`src/rtl/cla_multiword_seq.sv`:
```
// Multi-word add/subtract sequencer: one 32-bit carry-lookahead adder is reused
// once per word, least-significant word first, with the carry held in a register.

module cla_32_final (
  input  logic [31:0] a,
  input  logic [31:0] b,
  input  logic        c_in,
  output logic        co,
  output logic [31:0] s
);

  logic [31:0] g;
  logic [31:0] p;
  logic [31:0] c;
  logic [7:0]  gg;
  logic [7:0]  gp;
  logic [8:0]  cg;

  assign g = a & b;
  assign p = a ^ b;

  // Two-level lookahead: 4-bit groups form group generate/propagate, group
  // carries are resolved across the eight groups, then bit carries inside each group.
  // NOTE: combinational logic uses blocking assignments; every variable is fully
  // assigned on each pass so no latch is inferred.
  always_comb begin
    gg = '0;
    gp = '0;
    cg = '0;
    c  = '0;
    for (int k = 0; k < 8; k++) begin
      gg[k] = g[4*k+3]
            | (p[4*k+3] & g[4*k+2])
            | (p[4*k+3] & p[4*k+2] & g[4*k+1])
            | (p[4*k+3] & p[4*k+2] & p[4*k+1] & g[4*k]);
      gp[k] = &p[4*k +: 4];
    end
    cg[0] = c_in;
    for (int k = 0; k < 8; k++) begin
      cg[k+1] = gg[k] | (gp[k] & cg[k]);
    end
    for (int k = 0; k < 8; k++) begin
      c[4*k]   = cg[k];
      c[4*k+1] = g[4*k] | (p[4*k] & cg[k]);
      c[4*k+2] = g[4*k+1] | (p[4*k+1] & g[4*k])
               | (p[4*k+1] & p[4*k] & cg[k]);
      c[4*k+3] = g[4*k+2] | (p[4*k+2] & g[4*k+1])
               | (p[4*k+2] & p[4*k+1] & g[4*k])
               | (p[4*k+2] & p[4*k+1] & p[4*k] & cg[k]);
    end
  end

  assign s  = p ^ c;
  assign co = cg[8];

endmodule

module cla_multiword_seq #(
  parameter int WORDS = 2,
  parameter int IDXW  = 4
) (
  input  logic                  clk,
  input  logic                  rst_n,
  input  logic                  start,
  input  logic                  sub,
  input  logic                  c_in,
  input  logic [32*WORDS-1:0]   a,
  input  logic [32*WORDS-1:0]   b,
  output logic                  busy,
  output logic                  done,
  output logic [32*WORDS-1:0]   s,
  output logic                  co,
  output logic                  ovf
);

  typedef enum logic [1:0] {
    IDLE = 2'd0,
    RUN  = 2'd1,
    DONE = 2'd2
  } state_t;

  state_t                  state;
  state_t                  state_nx;
  logic [IDXW-1:0]         idx;
  logic                    carry;
  logic                    opsub;
  logic [WORDS-1:0][31:0]  opa;
  logic [WORDS-1:0][31:0]  opb;
  logic [WORDS-1:0][31:0]  s_q;
  logic [31:0]             word_a;
  logic [31:0]             word_b;
  logic [31:0]             add_s;
  logic                    add_co;
  logic                    last;

  assign last = (idx == IDXW'(WORDS - 1));

  // Word select by comparison keeps the index width independent of WORDS.
  always_comb begin
    word_a = '0;
    word_b = '0;
    for (int i = 0; i < WORDS; i++) begin
      if (idx == IDXW'(i)) begin
        word_a = opa[i];
        word_b = opb[i] ^ {32{opsub}};
      end
    end
  end

  cla_32_final u_adder (
    .a    (word_a),
    .b    (word_b),
    .c_in (carry),
    .co   (add_co),
    .s    (add_s)
  );

  // NOTE: sequential state uses non-blocking assignments so every register
  // samples the pre-edge values, independent of statement order.
  always_ff @(posedge clk or negedge rst_n) begin
    if (!rst_n) begin
      state <= IDLE;
    end else begin
      state <= state_nx;
    end
  end

  always_comb begin
    state_nx = state;
    case (state)
      IDLE:    if (start) state_nx = RUN;
      RUN:     if (last)  state_nx = DONE;
      DONE:    state_nx = IDLE;
      default: state_nx = IDLE;
    endcase
  end

  always_comb begin
    busy = 1'b0;
    done = 1'b0;
    case (state)
      RUN:     busy = 1'b1;
      DONE:    begin busy = 1'b1; done = 1'b1; end
      default: ;
    endcase
  end

  // Subtraction is a + ~b + 1, so the carry seed is forced to 1 for sub.
  always_ff @(posedge clk or negedge rst_n) begin
    if (!rst_n) begin
      opa   <= '0;
      opb   <= '0;
      opsub <= 1'b0;
      carry <= 1'b0;
      idx   <= '0;
      s_q   <= '0;
      co    <= 1'b0;
      ovf   <= 1'b0;
    end else begin
      case (state)
        IDLE: begin
          if (start) begin
            opa   <= a;
            opb   <= b;
            opsub <= sub;
            carry <= sub | c_in;
            idx   <= '0;
          end
        end
        RUN: begin
          for (int i = 0; i < WORDS; i++) begin
            if (idx == IDXW'(i)) s_q[i] <= add_s;
          end
          carry <= add_co;
          if (last) begin
            co  <= add_co;
            ovf <= (opa[WORDS-1][31] == word_b[31]) && (add_s[31] != opa[WORDS-1][31]);
          end else begin
            idx <= idx + 1'b1;
          end
        end
        default: ;
      endcase
    end
  end

  assign s = s_q;

endmodule
```
`config.mk`:
```
export PLATFORM = sky130hd
export DESIGN_NAME = cla_multiword_seq
export DESIGN_NICKNAME = d
export VERILOG_FILES = /design/src/rtl/cla_multiword_seq.sv
export SDC_FILE = /design/constraint.sdc
export NUM_CORES = 1
export LEC_CHECK = 0
export BUFFER_PORTS_ARGS = -buffer_cell sky130_fd_sc_hd__clkbuf_2
export CORE_MARGIN = 3
export CORE_UTILIZATION = 30
export DETAILED_ROUTE_END_ITERATION = 8
export PLACE_DENSITY = 0.51
export SETUP_SLACK_MARGIN = 0.2
export SLEW_MARGIN = 20
export SYNTH_ARGS = -nofsm -noshare
export SYNTH_HDL_FRONTEND = slang
export SYNTH_SLANG_ARGS = --single-unit
```
`constraint.sdc`:
```
create_clock -name clk -period 9.98 [get_ports clk]
set_input_delay 1.497 -clock clk [delete_from_list [all_inputs] [get_ports clk]]
set_output_delay 1.497 -clock clk [all_outputs]
set_load 0.05 [all_outputs]
```
==> flow_summary.ini <==
[drt]
post-route-drc-count = 0
vias = 7361
postRouteAntennaNets = 0
routedWlPerCell_um = 19.2
drt_iter0_drc = 416
wirelength_um = 28700
drt_pass1_iterations = 5
viasPerCell = 4.91

[floorplanning]
ios = 201
rows = 66
dieArea_um2 = 35500
die_w_um = 189
core_um2 = 32700
start_util_pct = 30.6
die_h_um = 189

[critical_path]
path_cells = nor2_1 > nand2_1 > nor2_4 > buf_4 > a221oi_1 > a21oi_1 > ha_1 > a211oi_2 > o211ai_1 > nand3_1 > nand2_1 > inv_1 > o21bai_1 > a21oi_1 > o21ai_1 > a21oi_1 > fa_1 > o21ai_0
worst_setup_path_start_kind = flip-flop
cp_common_cell = a21oi_1
reg2reg_from = idx[2]
crit_path_start = idx[2]
crit_type = flip-flop to flip-flop
worstPathRequired_ns = 10.41
path_max_fanout = 47
slowest_stage = buf_4
max_stage_delay_ns = 0.54
crit_path_end_kind = flip-flop
cp_data_arrival_time_ns = 5.31

[logic_synthesis]
ys_seq_area_share_pct = 50.6
ys_seq_elements = 202
yosys.area.top_type = dfrtp_1
synth_compound_area_share_pct = 17.9
yosysUniqueCellTypes = 47
synth_top_family_by_area = compound AO/OA/AOI/OAI gates
yosys.area_share.simple_pct = 5.24
synthesis.area_um2 = 10000
synth.net_count = 1043
postSynthCellCount = 864
muxShareOfSynthArea_pct = 15.0
synth-edff-count = 0
yosys_warnings = 0
yosysMostFrequentCell = dfrtp_1
synth_area_leaders = dfrtp_1, mux2_2, ha_1, o21ai_0, nand2_1
synth_top_area_share_pct = 50.6
synthAdderAreaFrac_pct = 6.36
avgSynthCellArea_um2 = 11.6
synthXorXnorAreaFrac_pct = 1.75
ys.flop_type = dfrtp_1
synth_common_cells = dfrtp_1, mux2_2, nand2_1
async_flop_share_pct = 100

[placement]
place.gp.congestion = 0.838
hpwl_um = 21100
port_buffers = 200

[timing]
final.period_utilization_pct = 48.9
worst_pin_slew_ns = 0.980
rsz0062_at_grt = false
fin_crit_ns = 4.88
finalMaxSlewViolations = 0
fin_tns_setup_ns = 0
slew_headroom_pct = 34.7
hold_viol_final = 0
setup_violations = 0
skew_ns = 0.00966
max_freq_mhz = 205

[worst_hold_path]
hp-class = flip-flop to flip-flop
min_from = s[30]

[cts]
cts.sinks = 202
cts.clk_slew.worst_paths_ns = 0.06
insertion_delay_ns = 0.52
ctsHoldBuffers = 0
cts_root_buf = clkbuf_16
clockBufferDepth = 3
cts_buffers = 24
post_cts_resize_count = 0
post_cts_buffers = 0
cts-htree-levels = 1
cts_tree = built

[finish]
nets = 1221
num-fill-cells = 3281
area_growth_pct = 23.0
n_antenna_cell = 0
drive_gt1_share_pct = 37.9

[grt]
grt_use_met3_pct = 2.62
grt_max_degree = 71
busiest_layer = met1
grt_util_met2_pct = 23.1
grt.total_usage_pct = 16.0
grt_pass1_vias = 7468
grt_pass1_wl_um = 44400
use_met1_pct = 25.0
grt-ovfl-total = 0
antenna_found_initial = 0

[flow_run]
cap_viol_max_count = 0

[run_status]
status = completed
==> per-stage QoR <==
step	area (um^2)	std cells	hold WS, ns	setup slack, ns	utilization [%]
2_1_floorplan	10000	864	0.480	5.88	-
3_3_place_gp	11400	1458	0.460	5.15	35.0
3_5_place_dp	11400	1458	0.471	5.07	35.0
4_1_cts	12300	1500	0.483	5.06	37.6
5_1_grt	12300	1500	0.502	4.59	37.6
6_report	12300	1500	0.476	5.10	37.6
==> critical path: cells and delay by family, from the launching register on <==
| family | cells | cell delay (ns) |
|---|---|---|
| compound gates | 9 | 1.89 |
| simple gates | 5 | 1.07 |
| fa+ha+maj | 2 | 0.75 |
| buf+inv | 2 | 0.66 |
| flops | 1 | 0.42 |
==> logic make-up (layout without fill, tap and decap cells) <==
logic type | Yosys count | count (layout)
compound gates | 260 | 260
flops | 202 | 202
mux | 133 | 133
simple gates | 119 | 119
buf+inv | 84 | 278
fa+ha+maj | 46 | 46
xor+xnor | 20 | 20
==> path summary, 6_finish.rpt <==
check / to / slack, ns / cells after the start
min: s[30] / 0.48 / 2
max in group asynchronous: opsub / 7.55 / 2
min reg2reg: s[30] / 0.48 / 2
max reg2reg: s[24] / 5.10 / 18
max: s[24] / 5.10 / 18
min in group asynchronous: s[37] / 0.97 / 1
==> layer usage <==
metal  wire length, um  part of all wire [%]  up-vias
li1                  -                     -     3522
met1             14600                    51     3582
met2             12100                    42      224
met3              1530                   5.3       33
met4               525                   1.8        0
met5                 0                     0        -
==> registers in the layout (all words and copies together) (netlist names) <==
| name | cells |
|---|---|
| carry | 1 |
| s | 64 |
| co | 1 |
| opa | 64 |
| opsub | 1 |
| ovf | 1 |
| idx | 4 |
| opb | 64 |
| state | 2 |
==> layout make-up <==
cell class | instances | area (um^2) | area share [%]
well taps | 442 | 553 | 4.50
multi-input cells | 578 | 4650 | 37.8
clock buffers | 29 | 661 | 5.37
flip-flops and latches | 202 | 5060 | 41.1
inverters | 28 | 105 | 0.855
clock inverters | 13 | 203 | 1.65
repair buffers | 208 | 1070 | 8.70
==> cell usage in the layout (no fill, tap or decap), drive strengths merged, types with 2 or more instances in the layout <==
cell,synthesis,final
a211oi,2,2
a21o,7,7
a21oi,57,57
a221oi,33,33
a22o,30,30
a22oi,7,7
and3,2,2
and4,2,2
buf,5,8
bufinv,0,5
clkbuf,51,229
clkinv,0,6
clkinvlp,0,2
dfrtp,202,202
fa,8,8
ha,38,38
inv,28,28
mux2,133,133
nand2,78,78
nand2b,5,5
nand3,6,6
nor2,10,10
nor2b,5,5
nor3,4,4
o21a,3,3
o21ai,75,75
o21bai,4,4
o22a,32,32
o31a,2,2
o31ai,2,2
or2,5,5
xnor2,6,6
xor2,14,14
Power is left out: the tool's default activity adds up to more than one toggle a clock period on the data nets, which glitch-free logic cannot reach.
